<file path="config.mk">
export PLATFORM = sky130hd
export DESIGN_NAME = lcd_display_sysid_ext
export DESIGN_NICKNAME = d
export VERILOG_FILES = /design/src/rtl/lcd_display_sysid_pkg.sv /design/src/rtl/lcd_display_sysid_uptime.sv /design/src/rtl/lcd_display_sysid_ext.sv
export SDC_FILE = /design/constraint.sdc
export NUM_CORES = 1
export LEC_CHECK = 0
export BUFFER_PORTS_ARGS = -buffer_cell sky130_fd_sc_hd__buf_2
export CORE_MARGIN = 2
export CORE_UTILIZATION = 40
export DETAILED_ROUTE_END_ITERATION = 10
export GPL_TIMING_DRIVEN = 0
export HOLD_SLACK_MARGIN = 0.02
export PLACE_DENSITY_LB_ADDON = 0.1
export SLEW_MARGIN = 20
export SYNTH_ARGS = -nofsm -noshare
export SYNTH_HDL_FRONTEND = slang
export SYNTH_HIERARCHICAL = 1
export SYNTH_SLANG_ARGS = --single-unit
</file>
<file path="constraint.sdc">
create_clock -name clock -period 2.4 [get_ports clock]
set_clock_uncertainty 0.05 [all_clocks]
set_input_delay 0 -clock clock [delete_from_list [all_inputs] [get_ports clock]]
set_output_delay 0 -clock clock [all_outputs]
set_load 0.01 [all_outputs]
</file>
<file path="src/rtl/lcd_display_sysid_pkg.sv">
// rtl/lcd_display_sysid_pkg.sv - word map and control/status bit positions for the sysid peripheral
package lcd_display_sysid_pkg;

    // Word addresses on the 3-bit control-bus address
    localparam logic [2:0] ADDR_ID        = 3'd0;
    localparam logic [2:0] ADDR_TIMESTAMP = 3'd1;
    localparam logic [2:0] ADDR_UPTIME_LO = 3'd2;
    localparam logic [2:0] ADDR_UPTIME_HI = 3'd3;
    localparam logic [2:0] ADDR_SCRATCH   = 3'd4;
    localparam logic [2:0] ADDR_CTRL      = 3'd5;

    // CTRL_STAT bit indices
    localparam int CTRL_EN   = 0;
    localparam int CTRL_CLR  = 1;
    localparam int CTRL_WRAP = 8;

endpackage

</file>
<file path="src/rtl/lcd_display_sysid_uptime.sv">
// rtl/lcd_display_sysid_uptime.sv - free-running uptime counter with enable, clear and wrap pulse
//
// Ports:
//   clock, reset_n : clock and asynchronous active-low reset
//   en             : count enable
//   clr            : zero the counter at this edge; overrides counting and suppresses wrap
//   count          : current counter value
//   wrap           : combinational pulse, high in the cycle whose edge rolls the counter to 0
module lcd_display_sysid_uptime #(
    parameter int UPTIME_WIDTH = 64
) (
    input  logic                    clock,
    input  logic                    reset_n,
    input  logic                    en,
    input  logic                    clr,
    output logic [UPTIME_WIDTH-1:0] count,
    output logic                    wrap
);

    // A clear in the same cycle as the roll-over wins, so no wrap is reported.
    assign wrap = en && !clr && (&count);

    always_ff @(posedge clock or negedge reset_n) begin
        if (!reset_n) begin
            count <= '0;
        end else if (clr) begin
            count <= '0;
        end else if (en) begin
            count <= count + UPTIME_WIDTH'(1);
        end
    end

endmodule

</file>
<file path="src/rtl/lcd_display_sysid_ext.sv">
// rtl/lcd_display_sysid_ext.sv - registered system-ID, uptime, scratch and control/status slave
//
// Ports:
//   clock, reset_n  : clock and asynchronous active-low reset
//   address         : word address (0 ID, 1 timestamp, 2 uptime lo, 3 uptime hi snapshot,
//                     4 scratch, 5 control/status, 6-7 reserved)
//   read, write     : single-cycle strobes; a write wins when both are high
//   writedata       : write data
//   readdata        : registered read data, held between responses
//   readdatavalid   : one-cycle pulse one clock after an accepted read
module lcd_display_sysid_ext
    import lcd_display_sysid_pkg::*;
#(
    parameter logic [31:0] SYSTEM_ID     = 32'h0000_0000,
    parameter logic [31:0] TIMESTAMP     = 32'd1429741001,
    parameter int          UPTIME_WIDTH  = 64,
    parameter logic [31:0] SCRATCH_RESET = 32'hDEAD_BEEF
) (
    input  logic        clock,
    input  logic        reset_n,
    input  logic [2:0]  address,
    input  logic        read,
    input  logic        write,
    input  logic [31:0] writedata,
    output logic [31:0] readdata,
    output logic        readdatavalid
);

    logic [UPTIME_WIDTH-1:0] count;
    logic                    wrap_pulse;
    logic [31:0]             count_hi;
    logic [31:0]             hi_snap;
    logic [31:0]             scratch;
    logic                    en;
    logic                    wrap_flag;
    logic                    rd_accept;
    logic                    wr_ctrl;
    logic                    clr;
    logic                    wrap_w1c;
    logic [31:0]             ctrl_word;
    logic [31:0]             rd_mux;

    // A simultaneous write drops the read entirely.
    assign rd_accept = read && !write;
    assign wr_ctrl   = write && (address == ADDR_CTRL);
    assign clr       = wr_ctrl && writedata[CTRL_CLR];
    assign wrap_w1c  = wr_ctrl && writedata[CTRL_WRAP];

    // Upper counter bits, zero-extended to a full word.
    assign count_hi = 32'(count[UPTIME_WIDTH-1:32]);

    lcd_display_sysid_uptime #(
        .UPTIME_WIDTH(UPTIME_WIDTH)
    ) u_uptime (
        .clock  (clock),
        .reset_n(reset_n),
        .en     (en),
        .clr    (clr),
        .count  (count),
        .wrap   (wrap_pulse)
    );

    always_comb begin
        ctrl_word            = '0;
        ctrl_word[CTRL_EN]   = en;
        ctrl_word[CTRL_WRAP] = wrap_flag;
    end

    always_comb begin
        rd_mux = '0;
        case (address)
            ADDR_ID:        rd_mux = SYSTEM_ID;
            ADDR_TIMESTAMP: rd_mux = TIMESTAMP;
            ADDR_UPTIME_LO: rd_mux = count[31:0];
            ADDR_UPTIME_HI: rd_mux = hi_snap;
            ADDR_SCRATCH:   rd_mux = scratch;
            ADDR_CTRL:      rd_mux = ctrl_word;
            default:        rd_mux = '0;
        endcase
    end

    always_ff @(posedge clock or negedge reset_n) begin
        if (!reset_n) begin
            readdata      <= '0;
            readdatavalid <= 1'b0;
            hi_snap       <= '0;
            scratch       <= SCRATCH_RESET;
            en            <= 1'b1;
            wrap_flag     <= 1'b0;
        end else begin
            readdatavalid <= rd_accept;
            if (rd_accept) begin
                readdata <= rd_mux;
            end
            // Reading the low half freezes the matching high half for a later word-3 read.
            if (rd_accept && (address == ADDR_UPTIME_LO)) begin
                hi_snap <= count_hi;
            end
            if (write && (address == ADDR_SCRATCH)) begin
                scratch <= writedata;
            end
            if (wr_ctrl) begin
                en <= writedata[CTRL_EN];
            end
            // Hardware set beats a same-cycle software clear.
            wrap_flag <= wrap_pulse || (wrap_flag && !wrap_w1c);
        end
    end

endmodule

</file>
==> qor.yml, run 1 <==
nets: 908
clk_pin_slew_ns: 0.07
static-leakage-power_nw: 4.33
finalSetupViolCount: 0
hold_violations: 0
period_share_pct: 96.2
setup_slack_ns: 0.0912
via_per_inst: 5.41
grt_overflow: 0
clock_path_buffers: 2
via_count: 6224
grt_max_degree: 88
worstSetupStartpointType: "flip-flop"
hold_path_class: "in2reg"
syn2layout_area_growth_pct: 22.0
synth_edf_count: 0
antenna_cells: 0
die_area_sq_um: 21400
antenna_found_initial: 0
grt_use_total_pct: 21.8
async_flop_share_pct: 100
clock_sinks: 163
fillerInstances: 1864
worst_pin_slew_ns: 1.07
fp.dieH_um: 146
dp_cells: 1075
peakVddDrop_uv: 415
internal-power_mw: 5.69
ys_seq_area_share_pct: 50.7
grt_pass1_wl_um: 36100
dp_hpwl_um: 16500
grt_pass1_vias: 6290
relSlewSlack_pct: 27.9
critPathArrivalTime_ns: 2.55
drc: 0
yosysWarnings: 6
netlist.area_leader.share_pct: 42.6
dieWidth_um: 146
pwr-share-comb_pct: 16.6
ys_types: 55
place_congestion: 0.832
p_per_area_nw_per_um2: 825
power.share.clock_pct: 33.1
first_iter_violations: 312
maxCapViolations: 0
syn-instance-count: 733
synth_ff_type: "dfrtp_1"
avgSynthCellArea_sq_um: 11.1
required_ns: 2.65
io_buffers: 71
cts_root_buffer: "clkbuf_16"
synthesis.area_sq_um: 8100
sequentialPowerShare_pct: 50.3
post_dp_cell_area_sq_um: 8830
drive_gt1_share_pct: 28.8
status: "finished clean"
wl_per_cell_um: 19.5
dr.pass1.iters: 5
num_rows: 52
synth_top_cell_by_area: "dfrtp_1"
clk_latency_ns: 0.43
dp_slack_ns: -0.351
htree_levels: 4
finalWirelength_um: 22400
stdcell_count: 1151
synthTopCellsByArea: "dfrtp_1 (43%), dfstp_2 (8.1%), mux2_4 (5.6%)"
switchingPower_mw: 2.46
layout_min_cycle_time_ns: 2.31
max_freq_mhz: 433
cts_tree: "yes"
cts_buffers: 17
path_max_fanout: 6
p_sw_share_pct: 30.2
design.core.area_sq_um: 20000
synth.ff_latch_count: 163
syn_nets: 773
ant_nets: 0
ios: 72
start_util_pct: 40.4
slew_viol_final: 0
endpoint_kind: "flip-flop"
critical_path_class: "reg2reg"
final_area_sq_um: 9880
==> worst max-delay path, stage by stage, from the launching register on <==
cell,delay [ns]
dfrtp_2,0.43
ha_1,0.22
nand4_1,0.18
nor4_1,0.85
nand4_1,0.21
xor2_1,0.18
nor2_1,0.05
==> registers in the layout, summed over array words and instances, names as in the netlist <==
| name | count |
|---|---|
| u_uptime/count | 64 |
| hi_snap | 32 |
| readdata | 32 |
| scratch | 32 |
| en | 1 |
| readdatavalid | 1 |
| wrap_flag | 1 |
==> cells in the mapped netlist, types with 2 or more instances <==
cell      count
or4_1         4
or4_4         2
and2_1       19
o31ai_1       6
mux2_2       34
and3_1        5
o21ai_0      53
buf_4         3
a21o_1       14
nand3_1      19
nor2_1       57
or2_2         3
nand4_1      22
xor2_1       19
nand3_2       3
mux2_4       30
clkbuf_1     28
a21oi_1      42
nand4_4       3
and4_2        2
nand4_2       3
nor4bb_1     17
buf_2         5
buf_6         4
inv_1         8
nor4_2        2
and4_1        5
or3_1        26
nand2_1      44
nor4_1        7
nor2b_1       5
a221oi_1     19
xnor2_1      15
o22ai_1      15
buf_12        3
dfstp_2      25
nor3_1        7
dfrtp_1     138
==> placed cells by master, fill, tap and decap left out, types with 17 or more instances in the layout <==
cell type	instances
o21ai_0	53
dlygate4sd3_1	36
nand2_1	44
xor2_1	19
dfrtp_1	135
and2_1	19
a21oi_1	42
buf_2	74
clkbuf_1	24
dfstp_2	25
nor2_1	56
nand3_1	19
nand4_1	22
or3_1	26
nor4bb_1	17
mux2_4	30
clkbuf_16	19
a221oi_1	19
mux2_2	34
==> layer usage <==
| layer | vias to the layer above | share of wire, % | track usage [%] |
|---|---|---|---|
| li1 | 2957 | - | - |
| met1 | 3106 | 48 | 30.8 |
| met4 | 0 | 1.9 | 6.46 |
| met5 | - | 0 | 0 |
| met3 | 28 | 3.4 | 3.47 |
| met2 | 133 | 47 | 34.7 |
==> area by class of cell <==
class / instances / area, sq um / share of cell area [%]
multi-input cells: 517 / 3720 / 37.7
clock inverters: 11 / 87.6 / 0.886
repair buffers: 117 / 821 / 8.31
plain buffers: 44 / 267 / 2.70
inverters: 8 / 30.0 / 0.304
clock buffers: 21 / 503 / 5.09
well taps: 270 / 338 / 3.42
flip-flops and latches: 163 / 4110 / 41.6
==> power groups by stage <==
stage / Sequential (mW) / Combinational, mW / Clock, mW
2_1_floorplan: 3.87 / 0.919 / 0
3_3_place_gp: 4.11 / 1.25 / 0
3_5_place_dp: 4.13 / 1.29 / 0
4_1_cts: 4.09 / 1.35 / 2.76
5_1_grt: 4.20 / 1.51 / 2.88
6_report: 4.10 / 1.35 / 2.70
==> kinds of logic after synthesis <==
family / Yosys count / synth area share, %
AOI/OAI and AO/OA: 151 / 11.2
xor gates and xnor gates: 34 / 3.68
adders and majority gates: 1 / 0.154
buffers and inverters: 53 / 3.66
DFF: 163 / 50.7
muxes: 66 / 10.5
and+or+nand+nor: 265 / 20.1
==> worst paths after layout <==
path	cells after the start	endpoint	slack, ns	start
max in group asynchronous	3	en	1.37	reset_n
hold reg to reg	2	readdata[1]	0.43	readdata[1]
setup reg to reg	6	u_uptime/count[24]	0.09	u_uptime/count[0]
min in group asynchronous	2	scratch[24]	0.08	reset_n
setup / recovery	6	u_uptime/count[24]	0.09	u_uptime/count[0]
hold / removal	5	readdata[19]	0.04	read
==> what timing repair did <==
item / 4_1_cts / 5_1_grt
cloned: 0 / 0
hold buffers: 36 / 0
pin swaps: 3 / 4
hold endpoints to repair: 112 / 0
resized for setup: 5 / 11
setup buffers: 4 / 5
setup endpoints to repair: 25 / 35
==> per-stage QoR <==
step	power [mW]	util, %	hold slack, ns	TNS [ns]
floorplan	4.79	-	-0.346	0
global placement	5.35	43.9	0.169	-183.81
detailed placement	5.42	44.1	-0.0230	-14.34
CTS	8.20	49.1	0.0204	0
global route	8.59	49.3	0.0353	-0.00781
finish	8.15	49.3	0.0384	0
Power figures use the tool's default switching activity.
==> inputs of run 2 (changes only) <==
--- a/config.mk
+++ b/config.mk
@@ -6,8 +6,10 @@
 export NUM_CORES = 1
 export LEC_CHECK = 0
 export BUFFER_PORTS_ARGS = -buffer_cell sky130_fd_sc_hd__buf_2
+export CORE_ASPECT_RATIO = 0.6
 export CORE_MARGIN = 2
 export CORE_UTILIZATION = 40
+export CTS_CLUSTER_DIAMETER = 40
 export DETAILED_ROUTE_END_ITERATION = 10
 export GPL_TIMING_DRIVEN = 0
 export HOLD_SLACK_MARGIN = 0.02
==> constraint.sdc (replaced) <==
create_clock -name clock -period 2.4 [get_ports clock]
set_clock_uncertainty 0.05 [all_clocks]
set_input_delay 0 -clock clock [delete_from_list [all_inputs] [get_ports clock]]
set_output_delay 0 -clock clock [all_outputs]
set_load 0.1 [all_outputs]
==> qor.yml, run 2 (same netlist as run 1, synthesis figures left out) <==
status: "finished clean"
peakVddDrop_uv: 507
cts_root_buffer: "clkbuf_16"
io_buffers: 71
critical_path_class: "reg2reg"
rr_startpoint: "u_uptime/count[19]"
worst_pin_slew_ns: 0.644
path_max_fanout: 7
via_per_inst: 5.56
syn2layout_area_growth_pct: 22.4
via_count: 6419
hold_path_class: "in2reg"
die_area_sq_um: 21400
final_common_cell: "dfrtp_1"
finalWirelength_um: 23900
nets: 909
period_share_pct: 98.3
hp-start: "address[2]"
dieWidth_um: 188
final_cell_mix: "dfrtp_1 (131), buf_2 (74), nor2_1 (56)"
drive_gt1_share_pct: 28.8
wl_per_cell_um: 20.7
ios: 72
hold_violations: 0
drc: 0
clock_path_buffers: 2
cts_buffers: 17
start_util_pct: 40.7
clk_pin_slew_ns: 0.06
antenna_cells: 0
final_core_util_pct: 49.8
maxCapViolations: 0
crit_start: "u_uptime/count[19]"
regMostFlops: "u_uptime/count"
relSlewSlack_pct: 56.7
largest_reg_flops: 64
cts_tree: "yes"
place_congestion: 0.865
design.core.area_sq_um: 19900
dr.pass1.iters: 5
grt_max_degree: 84
finalSetupViolCount: 0
antenna_found_initial: 0
first_iter_violations: 536
endpoint_kind: "flip-flop"
worstSetupStartpointType: "flip-flop"
grt_use_total_pct: 23.5
required_ns: 2.71
clk_latency_ns: 0.43
htree_levels: 4
fp.dieH_um: 114
grt_pass1_wl_um: 37600
slew_viol_final: 0
grt_pass1_vias: 6263
ant_nets: 0
grt_overflow: 0
p_total_mw: 8.83
num_rows: 40
p_per_area_nw_per_um2: 890
critPathArrivalTime_ns: 2.66
clock_sinks: 163
dp_hpwl_um: 17600
static-leakage-power_nw: 4.31
layout_min_cycle_time_ns: 2.36
max_freq_mhz: 424
==> run 2: cell types whose count changed in the layout (fill, tap and decap cells not counted), moves of 2 or more <==
cell,change
bufinv_16,+3
clkbuf_1,+5
clkbuf_16,-2
clkbuf_2,-2
clkinv_4,-2
dfrtp_1,-4
dfrtp_2,+4
inv_6,-3
nor4_1,-2
nor4_2,+3
==> run 2: final timing paths <==
path	endpoint	slack, ns	cells after the start
worst max-delay path	u_uptime/count[55]	0.04	6
worst min-delay path	readdata[20]	0.07	3
min in group asynchronous	u_uptime/count[56]	0.09	2
max in group asynchronous	scratch[5]	1.33	3
worst max register to register	u_uptime/count[55]	0.04	6
worst min register to register	readdata[29]	0.42	2
==> run 2: timing repair <==
item	in CTS	in global routing
pin swaps	1	5
setup endpoints to repair	18	26
endpoints found under the hold margin	117	0
resized for setup	7	11
gates cloned	0	1
hold buffers	37	0
buffers inserted	0	8
==> run 2: area by class of cell <==
cell class | count | area [sq um]
multi-input combinational | 517 | 3720
timing repair buffer | 118 | 828
tap | 273 | 342
clock inverter | 9 | 128
sequential | 163 | 4120
fill | 1863 | 10000
clock buffer | 23 | 478
buffer | 44 | 270
inverter | 8 | 30.0
==> run 2: where the power goes <==
group,switching [mW],total [mW],internal [mW]
Sequential,0.769,4.18,3.41
Combinational,1.06,1.81,0.752
Clock,1.12,2.83,1.71
Total,2.95,8.83,5.88
==> run 2: through the flow <==
step | setup TNS (ns) | hold slack [ns] | cell area [sq um] | setup slack (ns) | std cells
after global placement | -173.98 | 0.174 | 8800 | -1.20 | 1077
after global routing | -0.0138 | 0.0883 | 9910 | -0.00889 | 1155
final | 0 | 0.0652 | 9910 | 0.0408 | 1155
after floorplan | 0 | -0.346 | 8100 | 0.366 | 733
after detailed placement | -7.02 | -0.00980 | 8830 | -0.251 | 1078
after CTS | -0.0970 | 0.0347 | 9840 | -0.0251 | 1147
==> run 2: critical path, cell delays in order, from the launching register on <==
cell,delay (ns)
dfrtp_1,0.45
nand4_1,0.38
nor3_4,0.40
nand4_1,0.28
buf_4,0.23
or3_1,0.34
a21oi_1,0.16
==> run 2: routing by layer <==
| metal | GRT usage, % | up-vias | share of wire [%] |
|---|---|---|---|
| met5 | 0 | - | 0 |
| met4 | 4.72 | 0 | 0.58 |
| met3 | 7.08 | 10 | 8.3 |
| met2 | 31.9 | 195 | 40 |
| met1 | 36.4 | 3252 | 51 |
| li1 | - | 2962 | - |
==> inputs of run 3 (changes only) <==
--- a/config.mk
+++ b/config.mk
@@ -5,6 +5,7 @@
 export SDC_FILE = /design/constraint.sdc
 export NUM_CORES = 1
 export LEC_CHECK = 0
+export ABC_AREA = 1
 export BUFFER_PORTS_ARGS = -buffer_cell sky130_fd_sc_hd__buf_2
 export CORE_ASPECT_RATIO = 0.6
 export CORE_MARGIN = 2
==> qor.yml, run 3 <==
clk_pin_slew_ns: 0.07
worstSetupStartpointType: "input port"
ys_seq_area_share_pct: 46.4
grt_pass1_vias: 7957
required_ns: 2.66
dieWidth_um: 196
cts_tree: "yes"
switchingPower_mw: 2.11
r2r_setup_slack_ns: 0.17
r2r_cells: 9
grt_overflow: 0
drc: 0
synth_xor_area_share_pct: 0
synthesis.area_sq_um: 8860
hp-start: "write"
p_total_mw: 7.18
max_freq_mhz: 437
power.share.clock_pct: 40.9
async_flop_share_pct: 100
synth_ff_type: "dfrtp_1"
grt_use_total_pct: 27.5
fp.dieH_um: 119
yosysWarnings: 6
path_max_fanout: 10
final_cell_mix: "nand2_1 (477), nor2_1 (160), dfrtp_1 (138)"
hold_violations: 0
critical_path_class: "in2reg"
grt_max_degree: 71
netlist.area_leader.share_pct: 39.0
synth_top_family_by_area: "simple AND/OR/NAND/NOR gates"
rr_startpoint: "u_uptime/count[1]"
design.core.area_sq_um: 21900
p_sw_share_pct: 29.4
antenna_cells: 0
dp_hpwl_um: 23800
syn_nets: 1274
busiest_layer: "met1"
period_share_pct: 95.2
ant_nets: 0
via_per_inst: 5.25
syn-instance-count: 1234
synth_common_cells: "nand2_1 (477), nor2_1 (160), dfrtp_1 (138), nand3_1 (119), inv_1 (79)"
final_area_sq_um: 10700
clk_latency_ns: 0.43
static-leakage-power_nw: 5.29
ios: 72
dp_cells: 1589
peakVddDrop_uv: 474
cts_buffers: 17
rsz0062_at_grt: "false"
tns_ns: 0
post_dp_cell_area_sq_um: 9620
start_util_pct: 40.4
final_common_cell: "nand2_1"
synthMuxAreaShare_pct: 0
wl_per_cell_um: 18.6
io_buffers: 67
pwr-share-comb_pct: 14.7
syn2layout_area_growth_pct: 20.8
first_iter_violations: 1046
whs_ns: 0.0339
regMostFlops: "u_uptime/count"
place_congestion: 0.962
cts_setup_buffers: 0
met3_usage_pct: 4.90
maxCapViolations: 0
hold_end: "readdatavalid"
grt_util_met1_pct: 46.1
finalSetupViolCount: 0
clock_sinks: 163
slew_viol_final: 0
stdcell_count: 1665
grt_use_met2_pct: 35.7
grt_pass1_wl_um: 47500
p_per_area_nw_per_um2: 671
cts_root_buffer: "clkbuf_16"
avgSynthCellArea_sq_um: 7.18
synth_edf_count: 0
synth_compound_area_share_pct: 5.14
synthSimpleGateAreaFrac_pct: 41.0
die_area_sq_um: 23400
synthMostInstantiatedCell: "nand2_1"
num_rows: 42
reg2reg_to: "wrap_flag"
ys_types: 35
internal-power_mw: 5.07
synth.ff_latch_count: 163
dr.pass1.iters: 6
synth_top_cell_by_area: "dfrtp_1"
finalWirelength_um: 31000
relSlewSlack_pct: 38.6
drive_gt1_share_pct: 15.1
whs_path_depth: 3
antenna_found_initial: 0
largest_reg_flops: 64
clock_path_buffers: 2
endpoint_kind: "flip-flop"
sequentialPowerShare_pct: 44.4
synthTopCellsByArea: "dfrtp_1 (39%), nand2_1 (20%), dfstp_2 (7.4%)"
synth-adder-area-share_pct: 0.141
critPathArrivalTime_ns: 2.55
status: "finished clean"
hold_path_class: "in2reg"
layout_min_cycle_time_ns: 2.29
nets: 1406
worst_pin_slew_ns: 0.918
via_count: 8747
htree_levels: 4
[run 3: cell count changes after synthesis, moves of 26 or more]
cell     delta
nor2_1    +103
or3_1      -26
nand2_1   +433
nand3_1   +100
mux2_2     -34
mux2_4     -30
inv_1      +71
[run 3: repair_timing]
action,4_1_cts,5_1_grt
gates resized for setup,0,1
hold endpoints to repair,118,0
hold buffers,44,0
endpoints found under the setup margin,0,1
[run 3: final cells by class]
class	instances	area, sq um
buffer	48	310
clock buffer	26	543
clock inverter	6	86.3
fill	2198	11200
inverter	88	338
multi-input combinational	935	4110
sequential	163	4110
tap	286	358
timing repair buffer	113	851
[run 3: metrics by stage]
| stage | util, % | worst slack (ns) |
|---|---|---|
| floorplan | - | 0.857 |
| global placement | 43.6 | -1.46 |
| CTS | 48.8 | 0.157 |
| global route | 48.9 | 0.0354 |
| detailed placement | 43.9 | -0.119 |
| finish | 48.9 | 0.114 |
[run 3: kinds of logic after synthesis]
family          count (synthesis)
compound gates                 87
fa+ha+maj                       1
buf+inv                       136
flops                         163
simple gates                  847
[run 3: power by group through the flow]
stage / Clock, mW / Sequential (mW) / Combinational (mW)
2_1_floorplan: 0 / 3.49 / 0.377
3_3_place_gp: 0 / 3.23 / 0.959
3_5_place_dp: 0 / 3.22 / 0.981
4_1_cts: 2.97 / 3.18 / 1.05
5_1_grt: 3.09 / 3.21 / 1.15
6_report: 2.94 / 3.19 / 1.05
[run 3: worst max path at each step]
| stage | from | endpoint | depth (start not counted) |
|---|---|---|---|
| floorplan | en | u_uptime/count[50] | 9 |
| global placement | reset_n | scratch[24] | 1 |
| detailed placement | address[1] | u_uptime/count[24] | 9 |
| CTS | u_uptime/count[1] | wrap_flag | 9 |
| global route | address[0] | u_uptime/count[20] | 8 |
| finish | address[0] | u_uptime/count[24] | 8 |
[run 3: critical path, cell delays in order]
cell	delay [ns]
dlygate4sd3_1	0.54
buf_6	0.17
nand4_1	0.16
nor2_1	0.73
inv_1	0.24
clkbuf_1	0.40
o21ai_0	0.22
a21oi_1	0.07
[run 3: layer usage]
metal  share of wire [%]  up-vias
li1                    -     4183
met1                  53     4186
met2                  38      352
met3                 8.3       26
met4                0.90        0
met5                   0        -
